### src/rtl/uart_cmd_pkg.sv
// Shared command dictionary for the UART command parser and transmitter.
// Strings are left-justified: character 0 sits in the most significant byte.
package uart_cmd_pkg;

    typedef enum logic [3:0] {
        CMD_QSTICK  = 4'd0,
        CMD_GOLDEN  = 4'd1,
        CMD_SODAPOP = 4'd2,
        CMD_PAUSE   = 4'd3,
        CMD_RESTART = 4'd4,
        CMD_RESET   = 4'd5,
        CMD_BAD     = 4'd6,
        CMD_GOOD    = 4'd7,
        CMD_PERFECT = 4'd8,
        CMD_NONE    = 4'hF
    } cmd_e;

    localparam int CMD_NUM    = 9;
    localparam int CMD_MAXLEN = 8;

    localparam logic [7:0] ASCII_LF = 8'h0A;
    localparam logic [7:0] ASCII_CR = 8'h0D;

    typedef logic [CMD_MAXLEN*8-1:0] cmd_str_t;

    // Listed from the highest command index down to index 0.
    localparam cmd_str_t [CMD_NUM-1:0] CMD_STR = {
        {"PERFECT", 8'h00},
        {"GOOD",    32'h0},
        {"BAD",     40'h0},
        {"reset",   24'h0},
        {"restart", 8'h00},
        {"pause",   24'h0},
        {"sodapop", 8'h00},
        {"golden",  16'h0},
        {"qstick",  16'h0}
    };

    localparam logic [CMD_NUM-1:0][3:0] CMD_LEN = {
        4'd7, 4'd4, 4'd3, 4'd5, 4'd7, 4'd5, 4'd7, 4'd6, 4'd6
    };

    function automatic logic [7:0] cmd_char(input cmd_str_t s, input int pos);
        return s[(CMD_MAXLEN-1-pos)*8 +: 8];
    endfunction

endpackage

### src/rtl/uart_cmd_rom.sv
// Combinational lookup of one command string: byte at a character index and
// the command length. Out-of-range indices return zero.
module uart_cmd_rom
    import uart_cmd_pkg::*;
(
    input  logic [3:0] cmd_idx,
    input  logic [3:0] char_idx,
    output logic [7:0] char_byte,
    output logic [3:0] cmd_len
);

    // NOTE: every output gets a default first so no path through the block infers a latch.
    always_comb begin
        char_byte = 8'h00;
        cmd_len   = 4'd0;
        if (int'(cmd_idx) < CMD_NUM) begin
            cmd_len = CMD_LEN[cmd_idx];
            if (int'(char_idx) < CMD_MAXLEN) begin
                char_byte = cmd_char(CMD_STR[cmd_idx], int'(char_idx));
            end
        end
    end

endmodule

### src/rtl/uart_cmd_parser.sv
// Line-oriented command recogniser fed from a show-ahead UART RX FIFO.
// All nine candidates are compared in parallel; a mask narrows them per character.
module uart_cmd_parser
    import uart_cmd_pkg::*;
#(
    parameter int MAX_LEN         = 8,
    parameter int POP_EVERY_CYCLE = 1
) (
    input  logic       clk,
    input  logic       reset,
    input  logic [7:0] rx_data,
    input  logic       rx_empty,
    output logic       rx_pop,
    output logic       cmd_valid,
    output logic [3:0] cmd_code,
    output logic       cmd_err,
    output logic       busy
);

    localparam int                 LEN_W    = $clog2(MAX_LEN + 1);
    localparam logic [CMD_NUM-1:0] MASK_ALL = '1;

    typedef enum logic [1:0] {IDLE, COLLECT, DISCARD, EMIT} state_e;

    state_e             state;
    logic [LEN_W-1:0]   length;
    logic [CMD_NUM-1:0] mask;
    logic [CMD_NUM-1:0] mask_next;
    logic               gap;

    logic [3:0] rom_pos;
    logic [7:0] rom_byte [CMD_NUM];
    logic [3:0] rom_len  [CMD_NUM];

    logic [3:0] hit_code;
    logic       hit_len_ok;
    logic       hit;
    logic       is_lf;
    logic       is_cr;
    logic       char_accept;

    // Positions past the longest command read as zero and drop every candidate.
    always_comb begin
        rom_pos = 4'(CMD_MAXLEN);
        if (int'(length) < CMD_MAXLEN) begin
            rom_pos = 4'(length);
        end
    end

    for (genvar g = 0; g < CMD_NUM; g++) begin : g_rom
        uart_cmd_rom u_rom (
            .cmd_idx   (4'(g)),
            .char_idx  (rom_pos),
            .char_byte (rom_byte[g]),
            .cmd_len   (rom_len[g])
        );
    end

    always_comb begin
        mask_next = mask;
        for (int k = 0; k < CMD_NUM; k++) begin
            if (int'(rom_len[k]) <= int'(length) || rom_byte[k] != rx_data) begin
                mask_next[k] = 1'b0;
            end
        end
    end

    always_comb begin
        hit_code   = CMD_NONE;
        hit_len_ok = 1'b0;
        for (int k = 0; k < CMD_NUM; k++) begin
            if (mask[k]) begin
                hit_code   = 4'(k);
                hit_len_ok = (int'(rom_len[k]) == int'(length));
            end
        end
        hit = $onehot(mask) && hit_len_ok;
    end

    // The pop strobe follows the FIFO flag directly so a byte is taken the same cycle it shows.
    assign rx_pop      = reset && !rx_empty && (state != EMIT) && !gap;
    assign is_lf       = (rx_data == ASCII_LF);
    assign is_cr       = (rx_data == ASCII_CR);
    assign char_accept = rx_pop && !is_cr;
    assign busy        = (length != '0) || (state == DISCARD);

    // NOTE: sequential state uses non-blocking assignments only, so every register samples pre-edge values.
    always_ff @(posedge clk) begin
        if (!reset) begin
            state     <= IDLE;
            length    <= '0;
            mask      <= MASK_ALL;
            gap       <= 1'b0;
            cmd_valid <= 1'b0;
            cmd_err   <= 1'b0;
            cmd_code  <= CMD_NONE;
        end else begin
            cmd_valid <= 1'b0;
            cmd_err   <= 1'b0;
            gap       <= (POP_EVERY_CYCLE == 0) && rx_pop;

            case (state)
                IDLE: begin
                    if (char_accept) begin
                        if (is_lf) begin
                            state   <= EMIT;
                            cmd_err <= 1'b1;
                        end else begin
                            state  <= COLLECT;
                            length <= LEN_W'(1);
                            mask   <= mask_next;
                        end
                    end
                end

                COLLECT: begin
                    if (char_accept) begin
                        if (is_lf) begin
                            state <= EMIT;
                            if (hit) begin
                                cmd_valid <= 1'b1;
                                cmd_code  <= hit_code;
                            end else begin
                                cmd_err <= 1'b1;
                            end
                        end else if (int'(length) >= MAX_LEN) begin
                            state <= DISCARD;
                        end else begin
                            length <= length + 1'b1;
                            mask   <= mask_next;
                        end
                    end
                end

                DISCARD: begin
                    if (char_accept && is_lf) begin
                        state   <= EMIT;
                        cmd_err <= 1'b1;
                    end
                end

                EMIT: begin
                    state  <= IDLE;
                    length <= '0;
                    mask   <= MASK_ALL;
                end
            endcase
        end
    end

endmodule

### config.mk
export PLATFORM = sky130hd
export DESIGN_NAME = uart_cmd_parser
export DESIGN_NICKNAME = d
export VERILOG_FILES = /design/src/rtl/uart_cmd_pkg.sv /design/src/rtl/uart_cmd_rom.sv /design/src/rtl/uart_cmd_parser.sv
export SDC_FILE = /design/constraint.sdc
export NUM_CORES = 1
export LEC_CHECK = 0
export BUFFER_PORTS_ARGS = -buffer_cell sky130_fd_sc_hd__buf_2
export CAP_MARGIN = 20
export CORE_ASPECT_RATIO = 0.5
export CORE_MARGIN = 2
export CORE_UTILIZATION = 61
export CTS_BUF_LIST = sky130_fd_sc_hd__clkbuf_16
export CTS_CLUSTER_DIAMETER = 200
export DETAILED_ROUTE_END_ITERATION = 10
export GPL_ROUTABILITY_DRIVEN = 0
export PLACE_DENSITY = 0.82
export SLEW_MARGIN = 20
export SYNTH_ARGS = -nofsm -noshare
export SYNTH_HDL_FRONTEND = slang
export SYNTH_SLANG_ARGS = --single-unit
export TNS_END_PERCENT = 50
### constraint.sdc
create_clock -name clk -period 4.8 [get_ports clk]
set_input_delay 0.48 -clock clk [delete_from_list [all_inputs] [get_ports clk]]
set_output_delay 0.48 -clock clk [all_outputs]
set_load 0.02 [all_outputs]
==> results of run 1 <==
## critical path, stage by stage, from the launching register on
cell,delay [ns]
dfxtp_1,0.40
inv_1,0.12
fa_1,0.46
fa_1,0.51
fa_1,0.43
fa_1,0.42
fa_1,0.39
nor4b_1,0.35
o221a_2,0.26
o2111a_1,0.34
mux2i_1,0.22
nand2_1,0.06
## cell usage after synthesis (4+ instances only)
master	count	area share, %
o21ai_0	23	4.2
dfxtp_1	21	15
clkbuf_1	9	1.2
xor2_1	5	1.6
nand3b_1	4	1.1
nand2_1	17	2.3
nor3b_1	6	1.6
nor2b_1	11	2.5
buf_6	5	2.1
inv_1	25	3.4
buf_2	12	2.2
a311o_1	4	1.5
a211oi_1	4	1.1
fa_1	5	3.6
nor2_1	26	3.6
o21a_1	6	1.6
nor3_1	15	2.7
nand3_1	13	2.4
or3b_1	4	1.3
mux2i_1	6	2.2
a21oi_1	25	4.6
xnor2_1	8	2.6
ha_1	14	6.4
a31oi_1	7	1.6
nand2b_1	9	2.1
## worst paths after layout
kind                               to  slack [ns]  cells past startpoint
max reg2reg  cmd_code[2]$_SDFFE_PN1P_        0.73                     11
max          cmd_code[2]$_SDFFE_PN1P_        0.73                     11
min          cmd_code[2]$_SDFFE_PN1P_        0.48                      2
min reg2reg  cmd_code[2]$_SDFFE_PN1P_        0.48                      2
## state kept, by name (all words and copies together), names as in the netlist
name,cells
cmd_valid,1
cmd_code,4
state,2
length,4
mask,9
cmd_err,1
## power groups by stage
stage | Combinational (uW) | Sequential [uW] | Clock, uW
after floorplan | 711 | 275 | 0
after global placement | 847 | 299 | 0
after detailed placement | 889 | 304 | 0
after CTS | 901 | 301 | 180
after global routing | 1010 | 312 | 185
final | 919 | 307 | 180
## cell families after synthesis
family                   share of synthesized area [%]
adder cells (fa/ha/maj)                           10.0
flip-flops                                        15.3
multiplexers                                      2.19
AO/OA/AOI/OAI                                     29.3
AND/OR/NAND/NOR                                   29.0
XOR/XNOR                                          4.15
buffers and inverters                             10.0
## through the flow
| stage | instance area, sq um | total power [uW] | utilization, % | instances | hold WS (ns) |
|---|---|---|---|---|---|
| after global routing | 2840 | 1510 | 65.1 | 415 | 0.505 |
| after floorplan | 2740 | 985 | - | 362 | 0.524 |
| after CTS | 2840 | 1380 | 65.1 | 415 | 0.487 |
| after global placement | 2760 | 1150 | 63.2 | 411 | 0.459 |
| final | 2840 | 1410 | 65.1 | 415 | 0.481 |
| after detailed placement | 2760 | 1190 | 63.2 | 411 | 0.476 |
## layout make-up
cell class,instances,area [sq um]
Timing Repair Buffer,22,120
Clock inverter,1,5.00
Clock buffer,3,75.1
Multi-Input combinational cell,285,2050
Fill cell,365,1520
Inverter,26,97.6
Sequential cell,21,422
Tap cell,57,71.3
## layer usage
metal,vias up,part of all wire (%),global-route usage (%)
met5,-,0,0
met4,0,2.8,11.0
met3,26,9.2,4.38
met2,171,45,50.3
met1,1330,43,40.4
li1,1331,-,-
==> key figures, run 1 <==
Run status
  • Status: finished, final reports clean

Pwr
  • Internal: 715 uW
  • Leak pwr: 0.00107 uW
  • Pwr dens: 495 nW/um^2
  • Register share of total power: 21.8%
  • Switching Fraction: 49.1%
  • Peak supply drop: 0.266 mV
  • Comb power frac: 65.4%
  • Clock group share of total power: 12.8%
  • Sw Pwr: 690 uW

Global route
  • Gr usage total: 30.2%
  • Pin count of the biggest net entering global routing: 42
  • First-pass GRT wire length: 12,400 um
  • Initial antenna violation count: 0
  • Vias in the first global route: 2,542
  • Total global routing overflow: 0

Die
  • Die ar.: 5080 sq um
  • Initial Util: 62.9%
  • DIE HEIGHT: 51.4 um
  • Chip Width: 98.9 um
  • FP Rows: 17
  • I/O pin count: 19
  • Core footprint: 4360 sq um

Worst setup path
  • Worst Path Arrival: 4.22 ns
  • Crit path max fanout: 8
  • Reg-to-Reg Start: mask[3]$_SDFFE_PN1P_
  • Worst Setup Path Type: flop to flop
  • Launching element type of the critical path: flop
  • Worst Setup SP: mask[3]$_SDFFE_PN1P_
  • CP Capture Type: flop
  • WP data required: 4.95 ns

Job
  • Max-capacitance violation count: 0

Synth
  • Post-Syn Area: 2740 sq um
  • Syn Area/Cell: 7.58 sq um
  • Seq/Total Area, Yosys: 15.3%
  • Synth Register Bits: 21
  • Most used flip-flop cell after synthesis: dfxtp_1
  • Post-synth EDFFs: 0
  • Cells after Synth: 362
  • Asr flop ratio synth: 0%
  • Mapped Nets: 392
  • Synth cell types: 72
  • Yosys warning count: 0

STA
  • Layout Skew: 0.00368 ns
  • Fmax: 246 MHz
  • Unrepaired setup endpoints after global routing: false
  • Final worst path period share: 84.8%
  • Relative slew slack: 49.3%
  • Slew Limit Fails: 0
  • Setup violators final: 0
  • Final hold violation count: 0
  • Worst slew pin tran: 0.759 ns
  • Setup ws final: 0.730 ns
  • Setup TNS Final: 0 ns
  • Post-layout minimum cycle time: 4.07 ns

Clock network
  • Setup Buffers After CTS: 0
  • Max Buffers Root-to-Sink: 2
  • CTS tree: yes
  • CTS Sinks: 21
  • Hold buffers post-CTS: 0
  • Reg clk slew, reported paths: 0.06 ns
  • Root buf cell: clkbuf_16
  • Clk_lat worst skew: 0.26 ns
  • Num CTS Buffers: 3
  • Post-cts repair resize count: 0
  • H-Tree Depth: 1

Route
  • Antenna Nets Post-Route: 0
  • DR vias/cell: 6.89
  • Vias: 2,858
  • Drt total wl: 7500 um
  • Drt drc: 0
  • Initial DRC Count: 282
  • Drt pass-1 iters: 5
  • WL/cell: 18.1 um

Finish
  • Layout cell share with drive strength beyond 1: 11.5%
  • Area delta synth->final: 3.47%
  • Most common cell after layout, fill and taps aside: nor2_1
  • N_diodes: 0
  • Most frequent cells in the layout: nor2_1, inv_1, a21oi_1, o21ai_0, dfxtp_1
  • Nets: 389

Worst hold path
  • Hold path start: cmd_code[2]$_SDFFE_PN1P_
  • Hold Path Class: flop to flop

Place
  • Dpl ws: 0.784 ns
  • Placed wire-length estimate: 5260 um
  • PortBufs: 18
Power figures use the tool's default switching activity.
==> inputs of run 2 (changes only) <==
Settings changed: CORE_UTILIZATION 61 to 56, PLACE_DENSITY 0.82 to 0.8.
Clock period 4.8 ns to 3.3 ns, I/O delays scaled along.
==> key figures, run 2 (synthesis results as in run 1) <==
Worst setup path
  • CP Capture Type: flop
  • FF-to-FF setup slack: -0.53 ns (-1.26 ns)
  • WP data required: 3.44 ns (-1.51 ns)
  • Crit path max fanout: 6 (-2)
  • Worst Setup Path Type: flop to flop
  • Slowest-stage cell, CP: fa_1
  • Most frequent CP cell: fa_1
  • Reg-to-Reg Start: mask[1]$_SDFFE_PN1P_
  • Crit path cell chain: inv_1, fa_1, fa_1, fa_1, fa_2, fa_1, nand2_1, a211oi_2, o221a_2, o2111a_2, mux2i_1, nand2_1
  • Worst Path Arrival: 3.98 ns (-0.24 ns)
  • Worst r2r path cells: 12 (+1)
  • FF-to-FF End: cmd_code[2]$_SDFFE_PN1P_
  • Launching element type of the critical path: flop
  • Largest stage delay on the critical path: 0.51 ns (about the same)

Die
  • Chip Width: 103 um (+4.2%)
  • I/O pin count: 19 (unchanged)
  • Die ar.: 5510 sq um (+8.4%)
  • Core footprint: 4550 sq um (+4.4%)
  • DIE HEIGHT: 53.5 um (+4.0%)
  • Initial Util: 60.3% (-2.6 points)
  • FP Rows: 17 (unchanged)

Global route
  • Total global routing overflow: 0 (unchanged)
  • Met1 Usage GRT: 41.6% (+1.2 points)
  • Vias in the first global route: 2,805 (+10%)
  • Gr usage total: 32.0% (+1.8 points)
  • First-pass GRT wire length: 13,500 um (+9.2%)
  • Gr busiest metal: met2
  • Initial antenna violation count: 0 (unchanged)
  • M2 GR Usage: 52.9% (+2.6 points)
  • Met3 GRT Util: 5.02% (+0.64 points)
  • Pin count of the biggest net entering global routing: 29 (-31%)

Finish
  • Nets: 406 (+4.4%)
  • N_diodes: 0 (unchanged)
  • Final Instance Area: 2990 sq um (+5.3%)
  • Layout cell share with drive strength beyond 1: 17.1% (+5.6 points)
  • Most frequent cells in the layout: nor2_1, inv_1, a21oi_1, o21ai_0, buf_4
  • Most common cell after layout, fill and taps aside: nor2_1
  • Top reg by flops: mask
  • Max reg flops: 9 (unchanged)
  • Final Core Density: 65.7% (+0.59 points)
  • Largest registers: mask x9, cmd_code x4, length x4
  • Fillers: 388 (+6.3%)
  • Area delta synth->final: 8.98%
  • Post-route insts no fill: 441 (+6.3%)

Route
  • DR vias/cell: 6.76 (-1.9%)
  • Vias: 2,980 (+4.3%)
  • Drt total wl: 8260 um (+10%)
  • Initial DRC Count: 286 (+1.4%)
  • Drt pass-1 iters: 5 (unchanged)
  • WL/cell: 18.7 um (+3.7%)
  • Drt drc: 0 (unchanged)
  • Antenna Nets Post-Route: 0 (unchanged)

STA
  • Worst slew pin tran: 1.02 ns (+0.256 ns)
  • Layout Skew: 0.00277 ns (-0.000913 ns)
  • Final hold violation count: 0 (unchanged)
  • Slew Limit Fails: 0 (unchanged)
  • Setup TNS Final: -2.76 ns (-2.76 ns)
  • Relative slew slack: 32.2% (-17 points)
  • Post-layout minimum cycle time: 3.83 ns (-0.237 ns)
  • Unrepaired setup endpoints after global routing: true
  • Setup ws final: -0.533 ns (-1.26 ns)
  • Setup violators final: 6 (+6)
  • Fmax: 261 MHz (+6.2%)
  • Final worst path period share: 116% (+31 points)

Clock network
  • Max Buffers Root-to-Sink: 2 (unchanged)
  • Clk_lat worst skew: 0.26 ns (about the same)
  • Root buf cell: clkbuf_16
  • CTS tree: yes
  • H-Tree Depth: 1 (unchanged)
  • Hold buffers post-CTS: 0 (unchanged)
  • CTS Sinks: 21 (unchanged)
  • Num CTS Buffers: 3 (unchanged)
  • Reg clk slew, reported paths: 0.06 ns (about the same)

Worst hold path
  • Hold path start: reset
  • Hold Path Sink: cmd_code[2]$_SDFFE_PN1P_
  • Hold Path Class: input port to flop
  • Hold path cells: 2 (unchanged)

Pwr
  • Switching Fraction: 47.9% (-1.2 points)
  • Comb power frac: 69.1% (+3.7 points)
  • Internal: 1170 uW (+63%)
  • Register share of total power: 19.2% (-2.6 points)
  • Clock group share of total power: 11.7% (-1.1 points)
  • Leak pwr: 0.00116 uW (+8.0%)
  • Peak supply drop: 0.456 mV (+71%)
  • Pwr dens: 749 nW/um^2 (+51%)
  • Sw Pwr: 1070 uW (+55%)

Job
  • Max-capacitance violation count: 0 (unchanged)

Place
  • Placed wire-length estimate: 5930 um (+13%)
  • DP Area: 2870 sq um (+4.1%)
  • DP Cell Count: 433 (+5.4%)
  • PortBufs: 18 (unchanged)

Run status
  • Status: complete, but fails checks
  • Failing checks: negative setup slack
run 2: layout make-up:
class	instances	area, sq um	area share [%]
Sequential cell	21	424	14.2
Clock inverter	1	3.75	0.126
Inverter	26	97.6	3.26
Timing Repair Buffer	39	248	8.28
Tap cell	66	82.6	2.76
Multi-Input combinational cell	285	2060	68.9
Clock buffer	3	75.1	2.51
run 2: how the worst max path moves through the flow:
stage                               from                       end  slack [ns]
floorplan           mask[0]$_SDFFE_PN1P_  cmd_code[2]$_SDFFE_PN1P_       -0.40
global placement    mask[0]$_SDFFE_PN1P_  cmd_code[2]$_SDFFE_PN1P_       -0.49
detailed placement  mask[1]$_SDFFE_PN1P_  cmd_code[2]$_SDFFE_PN1P_       -0.65
CTS                 mask[0]$_SDFFE_PN1P_  cmd_code[2]$_SDFFE_PN1P_       -0.51
global route        mask[0]$_SDFFE_PN1P_  cmd_code[2]$_SDFFE_PN1P_       -0.67
finish              mask[1]$_SDFFE_PN1P_  cmd_code[2]$_SDFFE_PN1P_       -0.53
run 2: timing repair:
action | in CTS | in global routing
gates resized for setup | 3 | 1
pin swaps | 2 | 1
endpoints found under the setup margin | 6 | 6
buffers inserted | 2 | 2
run 2: critical path: cells and delay by family (launching register included):
kind	cells	cell delay, ns
mux	1	0.20
flops	1	0.33
fa+ha+maj	5	2.27
compound gates	3	0.72
buf+inv	1	0.07
simple gates	2	0.13
run 2: routing by layer:
metal | wire (um) | up-vias | part of all wire [%]
li1 | - | 1356 | -
met5 | 0 | - | 0
met3 | 852 | 36 | 10
met4 | 278 | 0 | 3.4
met1 | 3350 | 1387 | 41
met2 | 3780 | 201 | 46
run 2: power groups by stage:
| stage | sequential, uW | clock, uW | combinational (uW) |
|---|---|---|---|
| floorplan | 403 | 0 | 1040 |
| global placement | 418 | 0 | 1330 |
| detailed placement | 427 | 0 | 1420 |
| CTS | 425 | 258 | 1480 |
| global route | 440 | 275 | 1710 |
| finish | 431 | 262 | 1550 |
run 2: stage by stage:
stage	setup WS, ns	power (uW)	hold WS [ns]
3_3_place_gp	-0.491	1740	0.455
2_1_floorplan	-0.403	1440	0.509
3_5_place_dp	-0.652	1840	0.470
5_1_grt	-0.667	2430	0.333
6_report	-0.533	2240	0.339
4_1_cts	-0.515	2160	0.334
==> inputs of run 3 (changes only) <==
Settings changed: CORE_UTILIZATION 56 to 40, PLACE_DENSITY 0.8 to 0.61.
==> key figures, run 3 (synthesis results as in run 1) <==
Run status
  • Status: complete, but fails checks
  • Failing checks: negative setup slack

Worst setup path
  • Worst Path Arrival: 3.98 ns (about the same)
  • Crit path cell chain: inv_2, fa_1, fa_1, fa_1, fa_2, fa_1, nand2_1, a211oi_2, o221a_2, o2111a_2, mux2i_1, nand2_1
  • WP data required: 3.44 ns (about the same)
  • Launching element type of the critical path: flop
  • Cell family with most CP delay: adder cells
  • Slowest-stage cell, CP: fa_1
  • FF-to-FF setup slack: -0.53 ns (about the same)
  • CP Capture Type: flop
  • Reg-to-Reg Start: mask[0]$_SDFFE_PN1P_
  • Worst Setup Path Type: flop to flop
  • Crit path max fanout: 6 (unchanged)
  • Worst Path Buf+Inv: 1 (unchanged)
  • Most frequent CP cell: fa_1
  • Largest stage delay on the critical path: 0.56 ns (+0.05 ns)
  • Worst Setup SP: mask[0]$_SDFFE_PN1P_

Global route
  • Gr busiest metal: met2
  • First-pass GRT wire length: 13,100 um (-3.1%)
  • Met1 Usage GRT: 29.7% (-12 points)
  • Initial antenna violation count: 0 (unchanged)
  • M2 GR Usage: 35.1% (-18 points)
  • Pin count of the biggest net entering global routing: 40 (+38%)
  • Vias in the first global route: 2,575 (-8.2%)
  • Total global routing overflow: 0 (unchanged)
  • Gr usage total: 21.1% (-11 points)
  • Met3 GRT Util: 2.19% (-2.8 points)

Clock network
  • CTS tree: yes
  • H-Tree Depth: 1 (unchanged)
  • Root buf cell: clkbuf_16
  • Clk_lat worst skew: 0.25 ns (about the same)
  • Hold buffers post-CTS: 0 (unchanged)
  • Reg clk slew, reported paths: 0.06 ns (about the same)
  • Num CTS Buffers: 3 (unchanged)
  • CTS Sinks: 21 (unchanged)
  • Max Buffers Root-to-Sink: 2 (unchanged)

Route
  • Vias: 2,814 (-5.6%)
  • Drt drc: 0 (unchanged)
  • Antenna Nets Post-Route: 0 (unchanged)
  • Drt pass-1 iters: 5 (unchanged)
  • Initial DRC Count: 306 (+7.0%)
  • Drt total wl: 7910 um (-4.3%)
  • WL/cell: 17.0 um (-9.4%)
  • DR vias/cell: 6.04 (-11%)

Die
  • I/O pin count: 19 (unchanged)
  • DIE HEIGHT: 62.6 um (+17%)
  • Chip Width: 121 um (+18%)
  • Core footprint: 6650 sq um (+46%)
  • FP Rows: 21 (+4)
  • Initial Util: 41.3% (-19 points)
  • Die ar.: 7580 sq um (+38%)

Finish
  • Area delta synth->final: 10.1%
  • Most common cell after layout, fill and taps aside: nor2_1
  • Most frequent cells in the layout: nor2_1, a21oi_1, inv_1, o21ai_0, buf_4
  • Fillers: 647 (+67%)
  • N_diodes: 0 (unchanged)
  • Multi-input combinational cell area: 2060 sq um (+0.18%)
  • Nets: 405 (-0.25%)
  • Top reg by flops: mask
  • Layout cell share with drive strength beyond 1: 17.1% (+0.046 points)
  • Max reg flops: 9 (unchanged)
  • Area occupied by registers: 424 sq um (unchanged)
  • Largest registers: mask x9, cmd_code x4, length x4

Pwr
  • Pwr dens: 726 nW/um^2 (-3.1%)
  • Peak supply drop: 0.267 mV (-41%)
  • Leak pwr: 0.00115 uW (-0.74%)

STA
  • Final hold violation count: 0 (unchanged)
  • Relative slew slack: 47.2% (+15 points)
  • Slew Limit Fails: 0 (unchanged)
  • WHS: 0.346 ns (+0.00757 ns)
  • Final worst path period share: 116% (about the same)
  • Setup violators final: 6 (unchanged)
  • Layout Skew: 0.00460 ns (+0.00184 ns)
  • Setup ws final: -0.535 ns (-0.00168 ns)
  • Post-layout minimum cycle time: 3.83 ns (+0.00168 ns)
  • Unrepaired setup endpoints after global routing: true
  • Fmax: 261 MHz (about the same)
  • Worst slew pin tran: 0.791 ns (-0.224 ns)

Place
  • PortBufs: 18 (unchanged)
  • Placed wire-length estimate: 5810 um (-2.1%)
  • Dpl ws: -0.592 ns (+0.0601 ns)

Worst hold path
  • Hold Path Class: input port to flop
  • Hold path start: reset

Job
  • Max-capacitance violation count: 0 (unchanged)
run 3: layer usage:
metal / wire length (um) / share of wire (%)
met5: 0 / 0
met4: 38 / 0.48
met3: 474 / 6.0
met2: 3740 / 47
met1: 3650 / 46
run 3: what timing repair did:
| item | 4_1_cts | 5_1_grt |
|---|---|---|
| endpoints found under the setup margin | 6 | 6 |
| buffers inserted | 3 | 2 |
| pin swaps | 1 | 0 |
| resized for setup | 4 | 1 |
| cloned | 0 | 0 |
run 3: path summary, 6_finish.rpt:
path / endpoint / cells after the start
setup reg to reg: cmd_code[2]$_SDFFE_PN1P_ / 12
hold / removal: cmd_code[2]$_SDFFE_PN1P_ / 2
setup / recovery: cmd_code[2]$_SDFFE_PN1P_ / 12
hold reg to reg: cmd_code[2]$_SDFFE_PN1P_ / 2
run 3: layout make-up:
type / count / share of cell area [%]
multi-input cells: 285 / 68.3
clock buffers: 3 / 2.49
inverters: 26 / 3.23
well taps: 92 / 3.81
flip-flops and latches: 21 / 14.0
clock inverters: 1 / 0.166
repair buffers: 38 / 7.95
run 3: report_power, final:
part	switching [uW]	internal, uW
combinational	861	666
clock	94.3	163
sequential	79.2	329
run 3: stage by stage:
step           instances  util, %  instance area, sq um  total power (uW)  TNS (ns)
2_1_floorplan        362        -                  2760              1440     -1.76
3_3_place_gp         457     43.5                  2890              1760     -2.43
3_5_place_dp         457     43.5                  2890              1840     -2.98
4_1_cts              464     45.2                  3010              2180     -2.51
5_1_grt              466     45.4                  3020              2390     -3.47
6_report             466     45.4                  3020              2190     -2.78
